`src/rtl/pe_mem_access_param.sv`:
```
// -----------------------------------------------------------------------------
// pe_mem_access_param
//
// Memory-access processing element for the CGRA array. Combines a
// REG_COUNT-deep register file, a single-cycle ALU and a cache-port
// controller with a request/acknowledge handshake. While a load or store
// is outstanding the PE sits in WAIT (STALL_O high) and ignores its
// context; the transaction ends on CACHE_ACK_I or, if TIMEOUT > 0, is
// aborted after TIMEOUT unacknowledged cycles, which sets the sticky ERR_O.
//
// Parameters
//   DATA_WIDTH        datapath / register width
//   REG_COUNT         register-file depth (>= 2)
//   CACHE_ADDR_WIDTH  cache address width (<= DATA_WIDTH)
//   TIMEOUT           max WAIT cycles before abort, 0 = never abort
//
// Ports
//   CLK_I, RST_I           clock, asynchronous active-high reset
//   EN_GLOBAL_I, CTX_EN_I  array-wide and per-PE enables
//   OP_I                   0 NOP 1 ADD 2 SUB 3 AND 4 OR 5 XOR 6 LOAD 7 STORE
//   MUX_A_I, MUX_B_I       operand select: 0 INPUT_0_I, 1 reg[RD_MUX_ADDR_I]
//   REGSRC_I               write source: 0 ALU result, 1 AMIDAR_I
//   RD_*_ADDR_I, WR_ADDR_I register-file addresses
//   WR_EN_I, COND_WR_I     write enable, predicate-gated write
//   COND_MEM_I, PBOX_I     predicate-gated memory op, predicate
//   INPUT_0_I, AMIDAR_I    operand and host data
//   CACHE_ACK_I/RDATA_I    cache acknowledge and load data
//   CACHE_REQ_O/WR_O/ADDR_O/WDATA_O  registered cache request
//   DIRECT_O, DATA_O       combinational register-file reads
//   STATUS_O               registered zero flag of the last ALU op
//   STALL_O                high while a memory transaction is outstanding
//   ERR_O                  sticky timeout flag
// -----------------------------------------------------------------------------
module pe_mem_access_param #(
    parameter int  DATA_WIDTH       = 32,
    parameter int  REG_COUNT        = 16,
    parameter int  CACHE_ADDR_WIDTH = 32,
    parameter int  TIMEOUT          = 0,
    localparam int AW               = $clog2(REG_COUNT)
) (
    input  logic                        CLK_I,
    input  logic                        RST_I,
    input  logic                        EN_GLOBAL_I,
    input  logic                        CTX_EN_I,
    input  logic [2:0]                  OP_I,
    input  logic                        MUX_A_I,
    input  logic                        MUX_B_I,
    input  logic                        REGSRC_I,
    input  logic [AW-1:0]               RD_MUX_ADDR_I,
    input  logic [AW-1:0]               RD_DIRECT_ADDR_I,
    input  logic [AW-1:0]               RD_CACHE_ADDR_I,
    input  logic [AW-1:0]               WR_ADDR_I,
    input  logic                        WR_EN_I,
    input  logic                        COND_WR_I,
    input  logic                        COND_MEM_I,
    input  logic                        PBOX_I,
    input  logic [DATA_WIDTH-1:0]       INPUT_0_I,
    input  logic [DATA_WIDTH-1:0]       AMIDAR_I,
    input  logic                        CACHE_ACK_I,
    input  logic [DATA_WIDTH-1:0]       CACHE_RDATA_I,
    output logic                        CACHE_REQ_O,
    output logic                        CACHE_WR_O,
    output logic [CACHE_ADDR_WIDTH-1:0] CACHE_ADDR_O,
    output logic [DATA_WIDTH-1:0]       CACHE_WDATA_O,
    output logic [DATA_WIDTH-1:0]       DIRECT_O,
    output logic [DATA_WIDTH-1:0]       DATA_O,
    output logic                        STATUS_O,
    output logic                        STALL_O,
    output logic                        ERR_O
);

    localparam logic [2:0] OP_NOP   = 3'd0;
    localparam logic [2:0] OP_ADD   = 3'd1;
    localparam logic [2:0] OP_SUB   = 3'd2;
    localparam logic [2:0] OP_AND   = 3'd3;
    localparam logic [2:0] OP_OR    = 3'd4;
    localparam logic [2:0] OP_XOR   = 3'd5;
    localparam logic [2:0] OP_LOAD  = 3'd6;
    localparam logic [2:0] OP_STORE = 3'd7;

    // Timeout counter only needs to reach TIMEOUT-1; keep at least one bit
    // so the declaration stays legal when the timeout is disabled.
    localparam int            TW       = (TIMEOUT > 0) ? $clog2(TIMEOUT + 1) : 1;
    localparam logic [TW-1:0] TMO_LAST = (TIMEOUT > 0) ? TW'(TIMEOUT - 1) : '0;

    typedef enum logic {
        ST_IDLE = 1'b0,
        ST_WAIT = 1'b1
    } state_e;

    // ALU: ADD/SUB wrap modulo 2^DATA_WIDTH, logic ops are bitwise.
    function automatic logic [DATA_WIDTH-1:0] alu_f(
        input logic [2:0]            op,
        input logic [DATA_WIDTH-1:0] a,
        input logic [DATA_WIDTH-1:0] b
    );
        logic [DATA_WIDTH-1:0] r;
        r = '0;
        case (op)
            OP_ADD:  r = a + b;
            OP_SUB:  r = a - b;
            OP_AND:  r = a & b;
            OP_OR:   r = a | b;
            OP_XOR:  r = a ^ b;
            default: r = '0;
        endcase
        return r;
    endfunction

    // State
    state_e                        state_q, state_d;
    logic [DATA_WIDTH-1:0]         rf_q [REG_COUNT];
    logic [DATA_WIDTH-1:0]         rf_d [REG_COUNT];
    logic                          req_q, req_d;
    logic                          wr_q, wr_d;
    logic [CACHE_ADDR_WIDTH-1:0]   addr_q, addr_d;
    logic [DATA_WIDTH-1:0]         wdata_q, wdata_d;
    logic                          status_q, status_d;
    logic                          err_q, err_d;
    logic [AW-1:0]                 pend_addr_q, pend_addr_d;
    logic                          pend_ld_q, pend_ld_d;
    logic [TW-1:0]                 tmo_cnt_q, tmo_cnt_d;

    // Decoded control and datapath
    logic                          en;
    logic                          wr_ok;
    logic                          mem_ok;
    logic [DATA_WIDTH-1:0]         mux_rd;
    logic [DATA_WIDTH-1:0]         op_a;
    logic [DATA_WIDTH-1:0]         op_b;
    logic [DATA_WIDTH-1:0]         alu_res;
    logic [CACHE_ADDR_WIDTH-1:0]   cache_addr;

    assign en     = EN_GLOBAL_I & CTX_EN_I;
    assign wr_ok  = WR_EN_I & (~COND_WR_I | PBOX_I);
    assign mem_ok = ~COND_MEM_I | PBOX_I;

    // Register-file reads are purely combinational: a write becomes visible
    // only after the edge that performs it.
    assign mux_rd     = rf_q[RD_MUX_ADDR_I];
    assign DATA_O     = mux_rd;
    assign DIRECT_O   = rf_q[RD_DIRECT_ADDR_I];
    assign cache_addr = CACHE_ADDR_WIDTH'(rf_q[RD_CACHE_ADDR_I]);

    assign op_a    = MUX_A_I ? mux_rd : INPUT_0_I;
    assign op_b    = MUX_B_I ? mux_rd : INPUT_0_I;
    assign alu_res = alu_f(OP_I, op_a, op_b);

    assign CACHE_REQ_O   = req_q;
    assign CACHE_WR_O    = wr_q;
    assign CACHE_ADDR_O  = addr_q;
    assign CACHE_WDATA_O = wdata_q;
    assign STATUS_O      = status_q;
    assign STALL_O       = (state_q == ST_WAIT);
    assign ERR_O         = err_q;

    always_comb begin
        state_d     = state_q;
        rf_d        = rf_q;
        req_d       = req_q;
        wr_d        = wr_q;
        addr_d      = addr_q;
        wdata_d     = wdata_q;
        status_d    = status_q;
        err_d       = err_q;
        pend_addr_d = pend_addr_q;
        pend_ld_d   = pend_ld_q;
        tmo_cnt_d   = tmo_cnt_q;

        case (state_q)
            ST_IDLE: begin
                if (en) begin
                    case (OP_I)
                        OP_NOP: begin
                            // NOP still lets the host push data into a register.
                            if (wr_ok && REGSRC_I) begin
                                rf_d[WR_ADDR_I] = AMIDAR_I;
                            end
                        end
                        OP_LOAD, OP_STORE: begin
                            // A predicated-off memory op degrades to a plain NOP
                            // without the host-write side effect.
                            if (mem_ok) begin
                                addr_d      = cache_addr;
                                wdata_d     = op_a;
                                wr_d        = (OP_I == OP_STORE);
                                req_d       = 1'b1;
                                pend_addr_d = WR_ADDR_I;
                                pend_ld_d   = wr_ok && (OP_I == OP_LOAD);
                                tmo_cnt_d   = '0;
                                state_d     = ST_WAIT;
                            end
                        end
                        default: begin
                            if (wr_ok) begin
                                rf_d[WR_ADDR_I] = REGSRC_I ? AMIDAR_I : alu_res;
                            end
                            status_d = (alu_res == '0);
                        end
                    endcase
                end
            end

            ST_WAIT: begin
                // Context and enables are ignored here: the transaction always
                // runs to ack or timeout. Ack has priority over expiry.
                if (CACHE_ACK_I) begin
                    req_d     = 1'b0;
                    wr_d      = 1'b0;
                    pend_ld_d = 1'b0;
                    if (pend_ld_q) begin
                        rf_d[pend_addr_q] = CACHE_RDATA_I;
                    end
                    state_d = ST_IDLE;
                end else if (TIMEOUT > 0) begin
                    if (tmo_cnt_q == TMO_LAST) begin
                        req_d     = 1'b0;
                        wr_d      = 1'b0;
                        pend_ld_d = 1'b0;
                        err_d     = 1'b1;
                        state_d   = ST_IDLE;
                    end else begin
                        tmo_cnt_d = tmo_cnt_q + TW'(1);
                    end
                end
            end

            default: state_d = ST_IDLE;
        endcase
    end

    always_ff @(posedge CLK_I or posedge RST_I) begin
        if (RST_I) begin
            state_q     <= ST_IDLE;
            for (int i = 0; i < REG_COUNT; i++) begin
                rf_q[i] <= '0;
            end
            req_q       <= 1'b0;
            wr_q        <= 1'b0;
            addr_q      <= '0;
            wdata_q     <= '0;
            status_q    <= 1'b0;
            err_q       <= 1'b0;
            pend_addr_q <= '0;
            pend_ld_q   <= 1'b0;
            tmo_cnt_q   <= '0;
        end else begin
            state_q     <= state_d;
            rf_q        <= rf_d;
            req_q       <= req_d;
            wr_q        <= wr_d;
            addr_q      <= addr_d;
            wdata_q     <= wdata_d;
            status_q    <= status_d;
            err_q       <= err_d;
            pend_addr_q <= pend_addr_d;
            pend_ld_q   <= pend_ld_d;
            tmo_cnt_q   <= tmo_cnt_d;
        end
    end

endmodule
```
`config.mk`:
```
export PLATFORM = sky130hd
export DESIGN_NAME = pe_mem_access_param
export DESIGN_NICKNAME = d
export VERILOG_FILES = /design/src/rtl/pe_mem_access_param.sv
export SDC_FILE = /design/constraint.sdc
export NUM_CORES = 2
export LEC_CHECK = 0
export CORE_ASPECT_RATIO = 0.7
export CORE_MARGIN = 4
export CORE_UTILIZATION = 35
export DETAILED_ROUTE_END_ITERATION = 6
export PLACE_DENSITY = 0.53
export SKIP_LAST_GASP = 1
export SLEW_MARGIN = 25
export SYNTH_ARGS = -nofsm -noshare
export SYNTH_HDL_FRONTEND = slang
export SYNTH_SLANG_ARGS = --single-unit
```
`constraint.sdc`:
```
create_clock -name CLK_I -period 27.2 [get_ports CLK_I]
set_input_delay 6.8 -clock CLK_I [delete_from_list [all_inputs] [get_ports CLK_I]]
set_output_delay 6.8 -clock CLK_I [all_outputs]
set_load 0.005 [all_outputs]
```
==> key figures <==
Synth
  – Synthesized area per cell: between 10 and 15 um^2
  – Gate Count Post-Synth: 4098
  – Netlist Area Pre-Place: between 40000 and 50000 um^2
  – Most common cell in the netlist: dfrtp_1
  – Main synth FF type: dfrtp_1
  – Warnings, synthesis: 0
  – Post-synth cell types: 73
  – Synth top cells by count: dfrtp_1 (585), mux4_2 (449), nand2_1 (379), clkbuf_1 (377), nor2_1 (280)
  – Largest area contributor in the netlist: dfrtp_1
  – Register area share after synthesis: between 30 and 40%
  – Register bit total from synthesis: slightly below 600
  – Asr flop ratio synth: 100%
  – Synth top area cells: dfrtp_1 (34%), mux4_2 (23%), o221ai_1 (5.1%)
  – EDFF count, synth: 0
  – Syn_nets: 4328
  – Yosys top cell area share: around 34%

Layout
  – Layout net count: 4343
  – Syn-to-layout area delta: 15.5%
  – Fill cell count: roughly 12000
  – Share of cells above drive strength 1: between 10% and 20%

Floorplan
  – Core ar.: between 100000 and 150000 um^2
  – Die height: just over 300 um
  – FP Rows: ~110
  – IO Count: 260
  – Die X: approximately 430 um
  – Die area: ~130000 um^2
  – Initial core utilization: 35.4%

Power and ir drop
  – Pwr dens: around 62 nW/um^2
  – Net Switching: ~1.1 mW
  – Clock power frac: a little under a third
  – Internal: roughly 2.0 mW
  – Lkg Pwr: between 15 and 20 nW
  – Share of power burned in registers: a little under two fifths
  – Design Power: ~3.1 mW
  – Combinational share of power: a little under a third
  – Switching portion of total power: between 30% and 40%
  – VDD IR max: approximately 49 uV

STA
  – Clock Skew: between 0.03 and 0.04 ns
  – Shortest period the worst path allows: roughly 17 ns
  – Fmax: ~0.058 GHz
  – Setup TNS: 0 ns
  – Tcrit/Tclk final: about 64%
  – Final Max Slew Viols: 0
  – Setup violators final: 0
  – Endpoints failing hold: 0
  – Slew margin rel.: about a fifth
  – Pin slew with the least headroom to its limit: 1.21 ns
  – RSZ-0062 raised after global routing: false

Status
  – Status: finished, violations left
  – Violated checks: design-rule violations

Clock tree
  – CTS clk-pin slew, worst paths: 0.06 ns
  – Sink Count: 585
  – CTS root buf: clkbuf_16
  – Clk buf depth: 3
  – CTS Hold Bufs: 0
  – Cts bufs inserted: 67
  – Htree depth: 3
  – CTS tree: yes
  – Post-CTS Setup Bufs: 0
  – Resized cells post-CTS: 0
  – Skew-Pair Late Insertion Delay: between 0.6 and 0.7 ns

Route
  – Via density: about 7.0
  – Uppermost routed layer: met5
  – Routed wl met3: roughly 30000 um
  – Final ANT Viol Nets: 0
  – WL final: 216000 um
  – Avg WL per Cell: 37.3 um
  – TritonRoute pass-1 iters: 7
  – 1st-iter DRT viols: 6633
  – Met1 WL: 87700 um
  – Met2 wire len: approximately 87000 um
  – Vias: between 40000 and 50000
  – Drc violations: 2

Worst setup path
  – Critical Path AT: 10.57 ns
  – Critical path required time: approximately 20 ns
  – Crit-path max FO: 47
  – Setup crit start kind: input pin
  – Kind of critical path: input pin to output port
  – R2r setup slk: roughly 18 ns
  – Critical Path Sink Type: output port

Run
  – Max Cap Viol: 0

Placement
  – Port buffer count: 258
  – GP Congestion: 0.996
  – Final HPWL DP: roughly 140000 um

GRT
  – First-pass GRT wire length: roughly 300000 um
  – Antenna violations before repair: 12
  – All-Layer GR Usage: between 30% and 40%
  – Largest net degree at the start of global routing: 120
  – GRT overflow: 0
  – Vias in the first global route: 37900

Worst hold path
  – HP Class: register to register
==> path summary, 6_finish.rpt <==
kind / from / depth (start not counted) / to
min reg2reg: CACHE_ADDR_O[21]$_DFFE_PP0P_ / 2 / CACHE_ADDR_O[21]$_DFFE_PP0P_
min: CACHE_ADDR_O[21]$_DFFE_PP0P_ / 2 / CACHE_ADDR_O[21]$_DFFE_PP0P_
min in group asynchronous: RST_I / 2 / rf_q[140]$_DFFE_PP0P_
max: RD_MUX_ADDR_I[2] / 7 / DATA_O[27]
max reg2reg: rf_q[355]$_DFFE_PP0P_ / 24 / STATUS_O$_DFFE_PP0P_
max in group asynchronous: RST_I / 6 / rf_q[399]$_DFFE_PP0P_
==> stage by stage <==
| step | instance area, um^2 | hold WS [ns] | instances | setup slack (ns) | util (%) |
|---|---|---|---|---|---|
| 2_1_floorplan | 43200 | 0.465 | 4098 | 4.03 | - |
| 5_1_grt | 49900 | 0.496 | 5802 | 9.75 | 40.8 |
| 3_5_place_dp | 47500 | 0.461 | 5676 | 9.96 | 38.9 |
| 3_3_place_gp | 47400 | 0.460 | 5673 | 10.03 | 38.8 |
| 6_report | 49900 | 0.471 | 5804 | 9.83 | 40.9 |
| 4_1_cts | 49800 | 0.475 | 5794 | 9.96 | 40.8 |
==> critical path, cell delays in order <==
cell and delay (ns):
buf_6 0.43, buf_4 0.81, buf_4 0.61, mux4_2 0.57, mux2i_1 0.37, a21oi_1 0.32, clkdlybuf4s50_1 0.55
==> placed cells by master (no fill, tap or decap), types with 29 or more instances in the layout <==
cell type        netlist  final
buf_4                  7    139
mux4_2               449    449
nor2_1               280    255
dfrtp_1              585    584
nand2_1              379    368
clkbuf_16              0     73
o21ai_0              185    185
a32oi_1               52     52
inv_1                117    116
ha_1                 102    102
o221ai_1             251    251
a22oi_1              156    156
o21a_1               250    249
o22ai_1               67     67
mux2i_1               97     95
xnor2_1               37     37
clkdlybuf4s50_1        0    244
a21oi_1              240    239
nand3_1               41     29
==> per-layer routing <==
layer | global-route usage [%] | vias up
met2 | 43.9 | 3354
met4 | 14.9 | 4
met5 | 0 | -
met1 | 47.3 | 20800
met3 | 11.6 | 532
li1 | - | 16000
==> power by group through the flow <==
stage / sequential [mW] / combinational, mW / clock, mW
CTS: 1.14 / 0.954 / 0.987
global route: 1.16 / 1.03 / 1.02
global placement: 1.15 / 0.943 / 0
floorplan: 1.10 / 0.591 / 0
detailed placement: 1.16 / 0.950 / 0
finish: 1.15 / 0.976 / 0.979
==> cell families (layout without fill, tap and decap cells) <==
group | Yosys count | after routing | share of synthesized area [%]
compound gates | 1358 | 1358 | 22.0
flops | 585 | 585 | 33.9
other cells | 1 | 8 | 0.00869
mux | 570 | 570 | 26.3
simple gates | 858 | 858 | 8.54
xor+xnor | 47 | 47 | 0.954
fa+ha+maj | 103 | 103 | 3.00
buf+inv | 576 | 640 | 5.28
==> sequential cells by signal, indices dropped and copies added, names as in the netlist <==
name,flops
CACHE_ADDR_O,32
CACHE_REQ_O,1
STALL_O,1
pend_addr_q,4
pend_ld_q,1
STATUS_O,1
CACHE_WR_O,1
rf_q,512
CACHE_WDATA_O,32
==> area by class of cell <==
type / count / area, um^2 / area share, %
clock inverter: 11 / 140 / 0.281
timing repair buffer: 399 / 3740 / 7.49
multi-input combinational: 2937 / 26700 / 53.6
clock buffer: 107 / 2110 / 4.24
tap: 1635 / 2050 / 4.10
inverter: 123 / 469 / 0.941
sequential: 585 / 14600 / 29.4
antenna: 7 / 17.5 / 0.0351
No activity file was read; power rests on OpenSTA's default activity.
